--- config.mk ---
export PLATFORM = sky130hd
export DESIGN_NAME = usb_tx_encoder_flat
export DESIGN_NICKNAME = d
export VERILOG_FILES = /design/src/rtl/usb_tx_encoder_pkg.sv /design/src/rtl/usb_tx_encoder_if.sv /design/src/rtl/usb_tx_encoder_bit_timer.sv /design/src/rtl/usb_tx_encoder.sv /design/src/flat_wrapper.sv
export SDC_FILE = /design/constraint.sdc
export NUM_CORES = 1
export LEC_CHECK = 0
export CAP_MARGIN = 20
export CORE_ASPECT_RATIO = 0.9
export CORE_MARGIN = 2
export CORE_UTILIZATION = 45
export DETAILED_ROUTE_END_ITERATION = 16
export PLACE_DENSITY = 0.74
export SLEW_MARGIN = 5
export SYNTH_ARGS = -nofsm -noshare
export SYNTH_HDL_FRONTEND = slang
export SYNTH_SLANG_ARGS = --single-unit
--- constraint.sdc ---
create_clock -name clk -period 3.2 [get_ports clk]
set_clock_uncertainty 0.2 [all_clocks]
set_input_delay 0.64 -clock clk [delete_from_list [all_inputs] [get_ports clk]]
set_output_delay 0.64 -clock clk [all_outputs]
set_load 0.005 [all_outputs]
--- src/rtl/usb_tx_encoder_pkg.sv ---
// usb_tx_encoder shared types and constants.
// FSM states, SYNC pattern, stuffing limit and line states.
package usb_tx_pkg;

    typedef enum logic [2:0] {
        IDLE,
        SYNC,
        DATA,
        EOP_SE0,
        EOP_J
    } tx_state_t;

    localparam logic [7:0] SYNC_BYTE    = 8'h80;
    localparam logic [2:0] STUFF_LIMIT  = 3'd6;
    localparam logic [2:0] EOP_SE0_BITS = 3'd2;

    // {dplus, dminus}
    typedef logic [1:0] line_t;
    localparam line_t LINE_J   = 2'b10;
    localparam line_t LINE_K   = 2'b01;
    localparam line_t LINE_SE0 = 2'b00;

endpackage

--- src/rtl/usb_tx_encoder_if.sv ---
// Byte handshake between packet assembly and the encoder.
// Master supplies bytes; slave pulses tx_ready on consume.
interface usb_tx_encoder_if;
    logic [7:0] tx_data;
    logic       tx_valid;
    logic       tx_last;
    logic       tx_ready;

    modport master (
        output tx_data, tx_valid, tx_last,
        input  tx_ready
    );

    modport slave (
        input  tx_data, tx_valid, tx_last,
        output tx_ready
    );
endinterface

--- src/rtl/usb_tx_encoder_bit_timer.sv ---
// Bit period timer for the USB transmit encoder.
// Strobes the first and last clock of each bit period.
module usb_tx_bit_timer #(
    parameter int CLKS_PER_BIT = 8
) (
    input  logic clk,
    input  logic n_rst,
    input  logic clear,
    input  logic enable,
    output logic bit_start,
    output logic bit_end
);
    localparam int W = $clog2(CLKS_PER_BIT);
    localparam logic [W-1:0] LAST = W'(CLKS_PER_BIT - 1);

    logic [W-1:0] cnt;

    // Free-running 0..CLKS_PER_BIT-1 while enabled; clear parks it at 0.
    always_ff @(posedge clk or negedge n_rst) begin
        if (!n_rst) begin
            cnt <= '0;
        end else if (clear) begin
            cnt <= '0;
        end else if (enable) begin
            cnt <= (cnt == LAST) ? '0 : cnt + 1'b1;
        end
    end

    assign bit_start = enable && (cnt == '0);
    assign bit_end   = enable && (cnt == LAST);

endmodule

--- src/rtl/usb_tx_encoder.sv ---
// Full-speed USB transmit encoder: SYNC, LSB-first serializer,
// bit stuffing, NRZI line drive and EOP generation.
module usb_tx_encoder
    import usb_tx_pkg::*;
#(
    parameter int CLKS_PER_BIT = 8
) (
    input  logic             clk,
    input  logic             n_rst,
    usb_tx_encoder_if.slave  tx,
    output logic             dplus_out,
    output logic             dminus_out,
    output logic             tx_active,
    output logic             tx_done,
    output logic             tx_error
);
    tx_state_t  state;
    logic [7:0] sr;
    logic [2:0] ones_cnt;
    logic [2:0] ones_nxt;
    logic [2:0] bit_cnt;
    logic       last_q;
    logic       end_pend;
    logic       nrzi_j;
    logic       tx_ready_q;
    logic       bit_start;
    logic       bit_end;

    usb_tx_bit_timer #(.CLKS_PER_BIT(CLKS_PER_BIT)) u_timer (
        .clk       (clk),
        .n_rst     (n_rst),
        .clear     (state == IDLE),
        .enable    (state != IDLE),
        .bit_start (bit_start),
        .bit_end   (bit_end)
    );

    assign tx.tx_ready = tx_ready_q;
    assign ones_nxt    = sr[0] ? ones_cnt + 3'd1 : 3'd0;

    // Packet FSM: lines are driven at bit start, bookkeeping at bit end.
    always_ff @(posedge clk or negedge n_rst) begin
        if (!n_rst) begin
            state      <= IDLE;
            sr         <= '0;
            ones_cnt   <= '0;
            bit_cnt    <= '0;
            last_q     <= 1'b0;
            end_pend   <= 1'b0;
            nrzi_j     <= 1'b1;
            dplus_out  <= 1'b1;
            dminus_out <= 1'b0;
            tx_active  <= 1'b0;
            tx_ready_q <= 1'b0;
            tx_done    <= 1'b0;
            tx_error   <= 1'b0;
        end else begin
            tx_ready_q <= 1'b0;
            tx_done    <= 1'b0;
            tx_error   <= 1'b0;
            unique case (state)
                IDLE: begin
                    if (tx.tx_valid) begin
                        sr       <= SYNC_BYTE;
                        ones_cnt <= '0;
                        bit_cnt  <= '0;
                        last_q   <= 1'b0;
                        end_pend <= 1'b0;
                        nrzi_j   <= 1'b1;
                        state    <= SYNC;
                    end
                end
                SYNC, DATA: begin
                    if (bit_start) begin
                        tx_active <= 1'b1;
                        // A stuffed bit and a data 0 both toggle.
                        if (ones_cnt == STUFF_LIMIT || !sr[0]) begin
                            nrzi_j <= ~nrzi_j;
                            {dplus_out, dminus_out} <= nrzi_j ? LINE_K : LINE_J;
                        end
                    end
                    if (bit_end) begin
                        if (ones_cnt == STUFF_LIMIT) begin
                            ones_cnt <= '0;
                            if (end_pend) begin
                                state <= EOP_SE0;
                            end
                        end else begin
                            ones_cnt <= ones_nxt;
                            sr       <= {1'b0, sr[7:1]};
                            bit_cnt  <= bit_cnt + 3'd1;
                            if (bit_cnt == 3'd7) begin
                                if (last_q || !tx.tx_valid) begin
                                    tx_error <= !last_q;
                                    // Final stuff bit goes out before SE0.
                                    if (ones_nxt == STUFF_LIMIT) begin
                                        end_pend <= 1'b1;
                                    end else begin
                                        state <= EOP_SE0;
                                    end
                                end else begin
                                    tx_ready_q <= 1'b1;
                                    sr         <= tx.tx_data;
                                    last_q     <= tx.tx_last;
                                    state      <= DATA;
                                end
                            end
                        end
                    end
                end
                EOP_SE0: begin
                    if (bit_start) begin
                        {dplus_out, dminus_out} <= LINE_SE0;
                    end
                    if (bit_end) begin
                        if (bit_cnt == EOP_SE0_BITS - 3'd1) begin
                            bit_cnt <= '0;
                            state   <= EOP_J;
                        end else begin
                            bit_cnt <= bit_cnt + 3'd1;
                        end
                    end
                end
                EOP_J: begin
                    // Second bit start here marks the end of the J period.
                    if (bit_start) begin
                        if (bit_cnt != 3'd0) begin
                            bit_cnt   <= '0;
                            tx_active <= 1'b0;
                            tx_done   <= 1'b1;
                            state     <= IDLE;
                        end else begin
                            {dplus_out, dminus_out} <= LINE_J;
                            nrzi_j  <= 1'b1;
                            bit_cnt <= 3'd1;
                        end
                    end
                end
                default: state <= IDLE;
            endcase
        end
    end

endmodule

--- src/flat_wrapper.sv ---
// flat-port wrapper written by rule: the top's interface ports become plain ports
module usb_tx_encoder_flat import usb_tx_pkg::*;
#(
    parameter int CLKS_PER_BIT = 8
)
  (clk, n_rst, dplus_out, dminus_out, tx_active, tx_done, tx_error, tx_tx_data, tx_tx_valid, tx_tx_last, tx_tx_ready);
  usb_tx_encoder_if tx_i ();
  input  logic clk;
  input  logic n_rst;
  output logic dplus_out;
  output logic dminus_out;
  output logic tx_active;
  output logic tx_done;
  output logic tx_error;
  input wire logic [$bits(tx_i.tx_data)-1:0] tx_tx_data;
  input wire logic [$bits(tx_i.tx_valid)-1:0] tx_tx_valid;
  input wire logic [$bits(tx_i.tx_last)-1:0] tx_tx_last;
  output wire logic [$bits(tx_i.tx_ready)-1:0] tx_tx_ready;
  assign tx_i.tx_data = tx_tx_data;
  assign tx_i.tx_valid = tx_tx_valid;
  assign tx_i.tx_last = tx_tx_last;
  assign tx_tx_ready = tx_i.tx_ready;
  usb_tx_encoder #(.CLKS_PER_BIT(CLKS_PER_BIT)) u_core (.clk(clk), .n_rst(n_rst), .tx(tx_i), .dplus_out(dplus_out), .dminus_out(dminus_out), .tx_active(tx_active), .tx_done(tx_done), .tx_error(tx_error));
endmodule
---- Word level (Yosys, flattened, before mapping) ----
Index checks and enable logic that the tools add are counted.
storage, ports and cells
  register bits after elaboration ......... 29
  input bits .............................. 12
operators by class
  $add $sub $neg .......................... 3
  eq/ne operators ......................... 27
  mux-type cells .......................... 78
  bitwise logic cells ..................... 1
  reduce and logical (&&, ||, !) cells .... 27
operators by type and width
  operator             count
  $mux 3               23
  $mux 8               5
  $mux 1               39
  $pmux 3 s4           2
  $reduce_and 6->1     4
  $ne 2x1->1 const B   11
  $pmux 8 s2           1
  $eq 3x3->1 const B   5
  $reduce_bool 3->1    4
  $add 3x1->3 const B  3
  $pmux 1 s3           3
  $reduce_and 9->1     1
  $ne 2x2->1 const B   4
  $reduce_and 4->1     2
  $reduce_and 7->1     1
  $eq 3x1->1 const B   2
  $eq 3x2->1 const B   2
  $logic_not 3->1      2
  $pmux 1 s2           3
  $pmux 3 s2           1
  $reduce_bool 2->1    3
  $ne 4x3->1 const B   1
  $reduce_bool 4->1    1
  $logic_not 1->1      3
  other kinds (8)      10

---- Depth between registers and ports, before layout ----
Gate-level depths: netlist (run 1).
  depth after elaboration ................. 9
  mapped depth ............................ 8

---- Modules after synthesis ----
From an unflattened synthesis (run 1), not the netlist that was laid out.
second synthesis, totals
  cell total of the unflattened synthesis .. 180
  area, all modules ....................... 1,714.1 um2
by module, submodules not included
  module            instances  cells an instance  area an instance (um2)
  usb_tx_encoder    1          163                1,526.5
  usb_tx_bit_timer  1          17                 187.7

---- Worst setup path before layout (run 1) ----
No wires, ideal clock.
  kind .................................... reg2reg
  from .................................... register u_core.u_timer.cnt[0]
  to ...................................... register u_core.bit_cnt[0]
  arrival ................................. 1.949 ns
  data required time ...................... 2.875 ns
  slack ................................... 0.927 ns
  cell stages (with the launch flop) ...... 8
  buffers on the path ..................... 0
  path through ............................ dfrtp_1 -> ha_1 -> ha_1 -> or4b_1 -> o31ai_2 -> a311oi_2 -> o21ai_2 -> mux2_2
on the way
  word-level cells in the longest chain between the ends .. 4
RTL lines
  item                                           RTL line                                                        source
  start, declared                                usb_tx_encoder_bit_timer.sv:16                                  logic [W-1:0] cnt;
  start signal, assigned                         usb_tx_encoder_bit_timer.sv:25                                  cnt <= (cnt == LAST) ? '0 : cnt + 1'b1;
  $eq 3x3->1 or $logic_not 3->1 (tied branches)  usb_tx_encoder_bit_timer.sv:30, usb_tx_encoder_bit_timer.sv:29
  $logic_and 1x1->1 (on tied branches)           usb_tx_encoder_bit_timer.sv:30, usb_tx_encoder_bit_timer.sv:29
  $ne 2x1->1 (no line)                           -
  $reduce_and 6->1 (no line) (*)                 -
  end signal, assigned                           usb_tx_encoder.sv:91                                            bit_cnt <= bit_cnt + 3'd1;
  end signal, assigned                           usb_tx_encoder.sv:120                                           bit_cnt <= bit_cnt + 3'd1;
  end, declared                                  usb_tx_encoder.sv:21                                            logic [2:0] bit_cnt;
Every way passes the cells marked *; elsewhere a longest branch is shown, timed or not.
A chain may end at the register's enable or synchronous reset.

---- Final worst setup path (run 1) ----
  from .................................... input tx_tx_valid
  to ...................................... register u_core.sr[0]
on the way
  word-level cells in the longest chain between the ends .. 7
RTL lines
  item                  RTL line               source
  start, declared       flat_wrapper.sv:16     input wire logic [$bits(tx_i.tx_valid)-1:0] tx_tx_valid;
  $logic_not 1->1       usb_tx_encoder.sv:93   if (last_q || !tx.tx_valid) begin
  $logic_or 1x1->1      usb_tx_encoder.sv:93
  $mux 8                usb_tx_encoder.sv:93
  $mux 8                usb_tx_encoder.sv:92   if (bit_cnt == 3'd7) begin
  $mux 8                usb_tx_encoder.sv:83   if (ones_cnt == STUFF_LIMIT) begin
  $mux 8                usb_tx_encoder.sv:82   if (bit_end) begin
  $pmux 8 s2            usb_tx_encoder.sv:61   unique case (state)
  end signal, assigned  usb_tx_encoder.sv:90   sr <= {1'b0, sr[7:1]};
  end signal, assigned  usb_tx_encoder.sv:103  sr <= tx.tx_data;
  end, declared         usb_tx_encoder.sv:18   logic [7:0] sr;
Several ways; a longest one is shown, not always the timed one. The select of a mux whose other input is x is not followed.

==> impl_metrics.csv, run 1 <==
group,metric,value,unit
outcome,status,"complete, no violations",
timing,setup_viol,0,
timing,maxSlewHeadroom,49.80,%
clocking,cts_max_level,2,
placed_design,portBuffers,17,
final_layout,final_core_util,54.27,%
die,dieHeight,62.19,um
die,initial_core_util,46.35,%
grt,grt_start_max_net_pins,30,
final_layout,nets,217,
die,die_x,68.65,um
timing,worstMarginPinSlew,0.7489,ns
detailed_routing,num_vias,1322,
timing,fmax,380.9,MHz
timing,maxSlewViolCount,0,
placed_design,dp_hpwl,2450,um
power,ir_drop,0.2924,mV
yosys,synth_cell_types,40,
detailed_routing,drtPass1Iterations,4,
detailed_routing,drt-total-wl,3403,um
yosys,ys_top_cells_by_area,"dfrtp_1, mux2_2, ha_1",
yosys,syn_nets,198,
yosys,yosysMostFrequentCell,"dfrtp_1",
final_layout,n_fill_cell,345,
final_layout,multi_input_area,894.6,um^2
timing,finalHoldViolations,0,
clocking,cts_resized,0,
yosys,yosysWarnings,0,
detailed_routing,drtIter0Drc,72,
yosys,synth-edff-count,0,
yosys,netlist_area,1693,um^2
detailed_routing,ant_nets,0,
yosys,avgSynthCellArea,9.564,um^2
critical_path,worstSetupPathType,"primary input to flip-flop",
grt,grt.total_usage,17.27,%
timing,period_minus_slack,2.626,ns
final_layout,antennaDiodeCount,0,
yosys,syn_inst,177,
power,total_power,0.001729,W
die,core,3652,um^2
die,rows,21,
clocking,clk_latency,0.27,ns
timing,tns,0,ns
run,maxCapViolCount,0,
clocking,cts_tree,"yes",
grt,grt_pass1_wl,5658,um
detailed_routing,drc,0,
yosys,synth_common_cells,"dfrtp_1, nand2_1, a21oi_1",
yosys,yosysTopAreaCell,"dfrtp_1",
yosys,netlist.area_leader.share,39.91,%
critical_path,cp.arrival,2.58,ns
clocking,cts_root_buf,"clkbuf_8",
worst_hold_path,holdCritPathClass,"flip-flop to flip-flop",
yosys,seq_area_frac_synth,43.02,%
critical_path,worstSetupEndpointType,"flip-flop",
grt,antenna_found_initial,0,
clocking,clock_path_buffers,2,
clocking,ctsHoldBuffers,0,
yosys,synth-seq-cells,29,
final_layout,area_growth_syn_to_layout,17.07,%
placed_design,dpl-instance-area,1899,um^2
final_layout,seq_area,728.2,um^2
clocking,cts_setup_buffers,0,
critical_path,start_kind,"primary input",
timing,fin_crit_sh,82.05,%
die,die_area,4269,um^2
clocking,cts.clk_slew.worst_paths,0.06,ns
timing,rsz0062_at_grt,"false",
power,p_leak,0.8736,nW
yosys,synth_top_flop_cell,"dfrtp_1",
yosys,synthArstFlopShare,100.0,%
detailed_routing,wl_per_cell,14.00,um
detailed_routing,routed_via_density,5.440,
die,design.portCount,18,
placed_design,place_congestion,0.8180,
grt,grt_overflow,0,
power,powerDensity,872.4,nW/um^2
critical_path,crit_fanout,11,
clocking,clock-sinks,29,
final_layout,drive_gt1_share,16.75,%
final_layout,final_cell_area,1982,um^2
critical_path,cp.required,3.15,ns
grt,grt_pass1_vias,1214,
clocking,numCtsBuffers,5,
## layer usage
metal | routed length (um) | GRT usage [%] | vias up
met1 | 1679 | 25.15 | 634
met3 | 144 | 4.348 | 2
met4 | 27 | 5.250 | 0
met2 | 1551 | 25.00 | 31
li1 | - | - | 655
met5 | 0 | 0 | -
## per-stage QoR
| step | setup WS [ns] | hold WS (ns) | cells |
|---|---|---|---|
| 3_3_place_gp | 0.3540 | 0.2503 | 235 |
| 2_1_floorplan | 0.9267 | 0.1444 | 177 |
| 6_report | 0.5745 | 0.2732 | 243 |
| 5_1_grt | 0.4599 | 0.2989 | 243 |
| 4_1_cts | 0.5903 | 0.2730 | 243 |
| 3_5_place_dp | 0.3007 | 0.2646 | 235 |
## layout make-up
class / count / area share, %
Timing Repair Buffer: 19 / 9.343
Tap cell: 46 / 2.904
Clock buffer: 6 / 3.662
Sequential cell: 29 / 36.74
Inverter: 9 / 1.705
Clock inverter: 2 / 0.5051
Multi-Input combinational cell: 132 / 45.14
## registers in the layout, summed over array words and instances (netlist names)
register            count
u_core.nrzi_j           1
u_core.bit_cnt          3
u_core.tx.tx_ready      1
u_core.tx_active        1
u_core.sr               8
u_core.last_q           1
u_core.dminus_out       1
u_core.tx_done          1
u_core.end_pend         1
u_core.tx_error         1
u_core.state            3
u_core.u_timer.cnt      3
u_core.dplus_out        1
u_core.ones_cnt         3
## worst max-delay path, stage by stage
cell and delay (ns):
clkdlybuf4s50_1 0.59, mux2_2 0.23, o31ai_2 0.08, nor3_2 0.63, mux2_2 0.41
## final timing paths
| kind | start | end | slack (ns) | depth (start not counted) |
|---|---|---|---|---|
| max | tx_tx_valid | u_core.sr[0] | 0.57 | 5 |
| max reg2reg | u_core.u_timer.cnt[0] | u_core.sr[0] | 0.75 | 6 |
| max in group asynchronous | n_rst | u_core.dplus_out | 1.94 | 2 |
| min in group asynchronous | n_rst | u_core.sr[5] | 0.55 | 2 |
| min | u_core.u_timer.cnt[0] | u_core.u_timer.cnt[0] | 0.27 | 1 |
| min reg2reg | u_core.u_timer.cnt[0] | u_core.u_timer.cnt[0] | 0.27 | 1 |
## report_power, final
group          leakage [nW]  switching, W  internal, W
combinational         0.457      0.000453     0.000394
clock                0.0450      0.000131     0.000150
sequential            0.372      0.000111     0.000489
## placed cells by master, fill, tap and decap left out, types with 2 or more instances in the layout
cell / count
dfstp_2: 2
dfrtp_1: 27
mux2_2: 14
nand3_1: 6
o21ai_0: 9
a21oi_1: 15
mux2i_1: 3
nand2_1: 22
ha_1: 9
clkbuf_8: 5
clkdlybuf4s50_1: 17
and3_1: 2
nor2b_1: 7
clkinv_2: 2
nor2_1: 11
buf_4: 2
a31oi_1: 4
o41ai_1: 2
inv_1: 9
nor3_1: 3
nand2b_1: 5
## kinds of logic after synthesis
kind of cell             after synthesis  synth area share, %
AND/OR/NAND/NOR                       66                19.81
adder cells (fa/ha/maj)                9                6.652
buffers and inverters                 16                4.139
multiplexers                          17                11.09
flip-flops                            29                43.02
XOR/XNOR                               2                1.035
AO/OA/AOI/OAI                         38                14.26
(Power assumes the default switching activity.)
==> inputs of run 2 (changes only) <==
==> constraint.sdc (replaced) <==
create_clock -name clk -period 2.7 [get_ports clk]
set_clock_uncertainty 0.2 [all_clocks]
set_input_delay 0.54 -clock clk [delete_from_list [all_inputs] [get_ports clk]]
set_output_delay 0.54 -clock clk [all_outputs]
set_load 0.005 [all_outputs]
==> run 2 against run 1 <==
Effect of this change:
- worst setup slack lost 0.34 ns
- cell area rose by 1.7%
- worst hold slack lost 0.0064 ns
- non-clock buffer count is 4 higher
- cell count rose by 1.2%
- register-to-register slack worse by 0.51 ns
- first-iteration DRC count increased by 53%
- clock-buffer cell count increased by 1
- critical path type is now flip-flop to flip-flop
==> impl_metrics.csv, run 2 (synthesis gave the netlist of run 1 again) <==
group,metric,value,unit
timing,fmax,406.1,MHz
detailed_routing,drtPass1Iterations,4,
clocking,cts_setup_buffers,0,
clocking,cts.clk_slew.worst_paths,0.06,ns
worst_hold_path,hp-start,"u_core.last_q",
clocking,cts_tree,"yes",
power,p_leak,0.8930,nW
die,die_area,4269,um^2
final_layout,final_cell_area,2016,um^2
critical_path,max_stage_delay,0.52,ns
detailed_routing,wl_met2,1513,um
run,maxCapViolCount,0,
power,switching_power,0.0008376,W
critical_path,path_cells,"ha_1 > ha_1 > or4b_1 > o31ai_2 > buf_4 > a311oi_2 > o21ai_2 > mux2_2",
die,dieHeight,62.19,um
detailed_routing,drc,0,
clocking,clock-sinks,29,
final_layout,layout_common_cells,"dfrtp_1, nand2_1, clkdlybuf4s50_1",
critical_path,cpMaxStageDelayCell,"or4b_1",
clocking,cts_resized,0,
critical_path,cp.arrival,2.42,ns
clocking,numCtsBuffers,5,
grt,grt_pass1_wl,5802,um
clocking,cts_max_level,2,
timing,fin_crit_sh,91.21,%
final_layout,seq_area,728.2,um^2
placed_design,dpl-instance-area,1929,um^2
die,design.portCount,18,
critical_path,timing.critical_path.mode_cell,"ha_1",
die,core,3652,um^2
worst_hold_path,holdCritPathClass,"flip-flop to flip-flop",
grt,antenna_found_initial,0,
detailed_routing,top_layer,"met4",
critical_path,r2r_start,"u_core.u_timer.cnt[0]",
outcome,status,"complete, no violations",
detailed_routing,drtIter0Drc,110,
detailed_routing,routed_via_density,5.341,
critical_path,crit_fanout,4,
timing,maxSlewHeadroom,46.83,%
timing,setup_viol,0,
placed_design,portBuffers,17,
detailed_routing,wirelength_met1,1694,um
final_layout,largest_reg_flops,8,
clocking,clk_latency,0.27,ns
power,clock_power_share,16.6,%
timing,tns,0,ns
final_layout,drive_gt1_share,18.00,%
critical_path,worstSetupPathType,"flip-flop to flip-flop",
power,p_int,0.001277,W
die,rows,21,
grt,grt_pass1_vias,1278,
clocking,cts_root_buf,"clkbuf_8",
detailed_routing,drt-total-wl,3381,um
detailed_routing,ant_nets,0,
timing,finalHoldViolations,0,
placed_design,dp_hpwl,2500,um
timing,worstMarginPinSlew,0.7933,ns
die,die_x,68.65,um
critical_path,r2r_slack,0.24,ns
clocking,clock_path_buffers,2,
critical_path,cp.required,2.65,ns
power,p_comb_share,50.3,%
final_layout,nets,221,
detailed_routing,num_vias,1314,
power,ir_drop,0.4809,mV
power,total_power,0.002115,W
final_layout,layout_commonest_cell,"dfrtp_1",
final_layout,area_growth_syn_to_layout,19.07,%
power,seq_power_share,33.2,%
die,initial_core_util,46.35,%
timing,maxSlewViolCount,0,
timing,rsz0062_at_grt,"false",
clocking,ctsHoldBuffers,0,
placed_design,place_congestion,0.9057,
critical_path,reg2reg_depth,8,
grt,grt_overflow,0,
detailed_routing,wl_per_cell,13.74,um
final_layout,top_register,"u_core.sr",
final_layout,n_fill_cell,340,
final_layout,antennaDiodeCount,0,
grt,grt_start_max_net_pins,30,
critical_path,worstSetupEndpointType,"flip-flop",
timing,period_minus_slack,2.463,ns
grt,grt.total_usage,17.65,%
critical_path,start_kind,"flip-flop",
final_layout,multi_input_area,894.6,um^2
detailed_routing,met3_length,120,um
critical_path,cp-startpoint,"u_core.u_timer.cnt[0]",
power,power_switching_share,39.61,%
worst_hold_path,hold_depth,1,
timing,whs,0.2668,ns
power,powerDensity,1049,nW/um^2
-- run 2: final cells by class --
type                    instances  share of cell area [%]
multi-input cells             132                   44.38
flip-flops and latches         29                   36.13
repair buffers                 23                   10.68
clock buffers                   7                   4.283
well taps                      46                   2.855
inverters                       9                   1.676
-- run 2: routing by layer --
layer | global-route usage, % | vias to the layer above
li1 | - | 663
met4 | 6.000 | 0
met2 | 24.88 | 24
met3 | 3.804 | 4
met5 | 0 | -
met1 | 26.42 | 623
-- run 2: worst max-delay path: cells and delay by family (launching register included) --
kind	cells	cell delay, ns
DFF	1	0.39
muxes	1	0.36
adders and majority gates	2	0.41
buffers and inverters	1	0.16
and+or+nand+nor	1	0.52
AOI/OAI and AO/OA	3	0.29
-- run 2: final timing paths --
path | end
setup / recovery | u_core.bit_cnt[2]
hold / removal | u_core.tx_error
setup reg to reg | u_core.bit_cnt[2]
hold reg to reg | u_core.tx_error
max in group asynchronous | u_core.nrzi_j
min in group asynchronous | u_core.state[1]
-- run 2: power groups by stage --
stage          Sequential, W  Combinational [W]  Clock (W)
2_1_floorplan       0.000654           0.000841          0
3_3_place_gp        0.000700            0.00103          0
3_5_place_dp        0.000706            0.00106          0
4_1_cts             0.000698            0.00107   0.000355
5_1_grt             0.000724            0.00118   0.000377
6_report            0.000701            0.00106   0.000350
-- run 2: stage by stage --
stage | cells | worst slack [ns] | util (%)
after global routing | 246 | 0.1380 | 55.19
after detailed placement | 239 | 0.03858 | 52.83
final | 246 | 0.2373 | 55.19
after floorplan | 177 | 0.4267 | -
after CTS | 246 | 0.2268 | 55.19
after global placement | 239 | 0.09554 | 52.83
==> inputs of run 3 (changes only) <==
--- a/config.mk
+++ b/config.mk
@@ -10,7 +10,7 @@
 export CORE_MARGIN = 2
 export CORE_UTILIZATION = 45
 export DETAILED_ROUTE_END_ITERATION = 16
-export PLACE_DENSITY = 0.74
+export PLACE_DENSITY = 0.76
 export SLEW_MARGIN = 5
 export SYNTH_ARGS = -nofsm -noshare
 export SYNTH_HDL_FRONTEND = slang
==> constraint.sdc (replaced) <==
create_clock -name clk -period 2.2 [get_ports clk]
set_clock_uncertainty 0.2 [all_clocks]
set_input_delay 0.44 -clock clk [delete_from_list [all_inputs] [get_ports clk]]
set_output_delay 0.44 -clock clk [all_outputs]
set_load 0.005 [all_outputs]
==> run 3 against run 2 <==
Effect of this change:
- the run now ends with setup timing left
- clock power up 25%
- fmax is 7.4% higher
- cell area increased by 12%
- largest power group unchanged
==> impl_metrics.csv, run 3 (synthesis gave the netlist of run 1 again) <==
group,metric,value,unit
final_layout,drive_gt1_share,26.61,%
grt,grt_overflow,0,
clocking,cts_max_level,2,
timing,fin_crit_sh,104.2,%
critical_path,crit_fanout,3,
clocking,clock-sinks,29,
timing,whs,0.2689,ns
die,rows,21,
clocking,clk_latency,0.28,ns
detailed_routing,drtIter0Drc,72,
die,core,3652,um^2
detailed_routing,routed_via_density,5.303,
final_layout,antennaDiodeCount,0,
die,die_area,4269,um^2
run,maxCapViolCount,0,
placed_design,place_congestion,0.8080,
clocking,cts.clk_slew.worst_paths,0.06,ns
timing,maxSlewHeadroom,60.15,%
detailed_routing,ant_nets,0,
die,dieHeight,62.19,um
final_layout,largest_reg_flops,8,
critical_path,cpMaxStageDelayCell,"or4b_4",
critical_path,cp.arrival,2.25,ns
power,powerDensity,1368,nW/um^2
final_layout,layout_commonest_cell,"dfrtp_1",
detailed_routing,num_vias,1400,
die,die_x,68.65,um
grt,grt_pass1_vias,1401,
grt,antenna_found_initial,0,
outcome,status,"finished, violations left",
final_layout,nets,239,
timing,fin_ws,-0.09316,ns
critical_path,path_cells,"ha_2 > ha_4 > or4b_4 > o31ai_4 > buf_6 > a311oi_4 > nand3_2 > mux2_4",
timing,finalHoldViolations,0,
power,ir_drop,0.6982,mV
timing,setup_viol,15,
detailed_routing,drt-total-wl,3691,um
timing,tns,-1.021,ns
placed_design,portBuffers,17,
final_layout,layout_common_cells,"dfrtp_1, nand2_1, buf_4",
final_layout,layout.cells.non_filler,264,
critical_path,worstSetupEndpointType,"flip-flop",
die,initial_core_util,46.35,%
placed_design,pre_cts_ws,-0.4083,ns
critical_path,max_stage_delay,0.49,ns
clocking,clock_path_buffers,2,
grt,grt_pass1_wl,6465,um
critical_path,crit_family,"simple AND/OR/NAND/NOR gates",
outcome,violations,"setup timing",
critical_path,cp.buffers_inverters,1,
critical_path,start_kind,"flip-flop",
die,design.portCount,18,
grt,grt.total_usage,20.35,%
power,total_power,0.003094,W
detailed_routing,drtPass1Iterations,4,
clocking,cts_tree,"yes",
timing,period_minus_slack,2.293,ns
timing,worstMarginPinSlew,0.5933,ns
final_layout,top_register,"u_core.sr",
grt,grt_start_max_net_pins,21,
timing,fmax,436.1,MHz
timing,maxSlewViolCount,0,
power,p_leak,1.019,nW
final_layout,area_growth_syn_to_layout,33.63,%
critical_path,worstSetupPathType,"flip-flop to flip-flop",
clocking,cts_root_buf,"clkbuf_8",
detailed_routing,wl_per_cell,13.98,um
placed_design,dp_hpwl,2696,um
detailed_routing,drc,0,
worst_hold_path,holdCritPathClass,"flip-flop to flip-flop",
placed_design,placed_cells,254,
critical_path,cp.required,2.16,ns
clocking,numCtsBuffers,5,
clocking,ctsHoldBuffers,0,
timing,rsz0062_at_grt,"true",
[run 3: cell count changes in the layout (fill, tap and decap cells not counted), sizes merged]
cell  change
buf      +18
[run 3: cell type report]
class / instances / area (um^2)
fill: 299 / 1390
multi-input combinational: 132 / 973.4
sequential: 29 / 728.2
timing repair buffer: 41 / 382.9
clock buffer: 7 / 86.33
tap: 46 / 57.56
inverter: 9 / 33.78
[run 3: report_power, final]
group	switching, W	internal (W)
sequential	0.000122	0.000713
clock	0.000191	0.000247
combinational	0.000867	0.000952
total	0.00118	0.00191
[run 3: through the flow]
stage	instance area, um^2	util [%]
floorplan	1708	-
global placement	2069	56.66
detailed placement	2069	56.66
CTS	2223	60.88
global route	2262	61.94
finish	2262	61.94
[run 3: path summary, 6_finish.rpt]
| path | end | cells past startpoint | slack, ns | startpoint |
|---|---|---|---|---|
| worst max-delay path | u_core.state[0] | 8 | -0.09 | u_core.u_timer.cnt[1] |
| worst min-delay path | u_core.tx_error | 1 | 0.27 | u_core.last_q |
| worst max register to register | u_core.state[0] | 8 | -0.09 | u_core.u_timer.cnt[1] |
| worst min register to register | u_core.tx_error | 1 | 0.27 | u_core.last_q |
| max in group asynchronous | u_core.ones_cnt[2] | 2 | 0.99 | n_rst |
| min in group asynchronous | u_core.u_timer.cnt[2] | 1 | 0.31 | n_rst |
[run 3: worst reg2reg max path, cell delays in order, from the launching register on]
cell	delay, ns
dfrtp_1	0.39
ha_2	0.20
ha_4	0.17
or4b_4	0.49
o31ai_4	0.08
buf_6	0.14
a311oi_4	0.04
nand3_2	0.15
mux2_4	0.31
[run 3: repair_timing]
action	in CTS	in global routing
hold endpoints to repair	0	0
resized for setup	11	2
pin swaps	2	2
setup endpoints to repair	15	17
buffers inserted	1	2
[run 3: metal layers]
layer / GRT usage, % / wire length, um
met5: 0 / 0
met3: 5.978 / 139
met4: 9.000 / 95
met2: 30.29 / 1695
met1: 26.95 / 1760
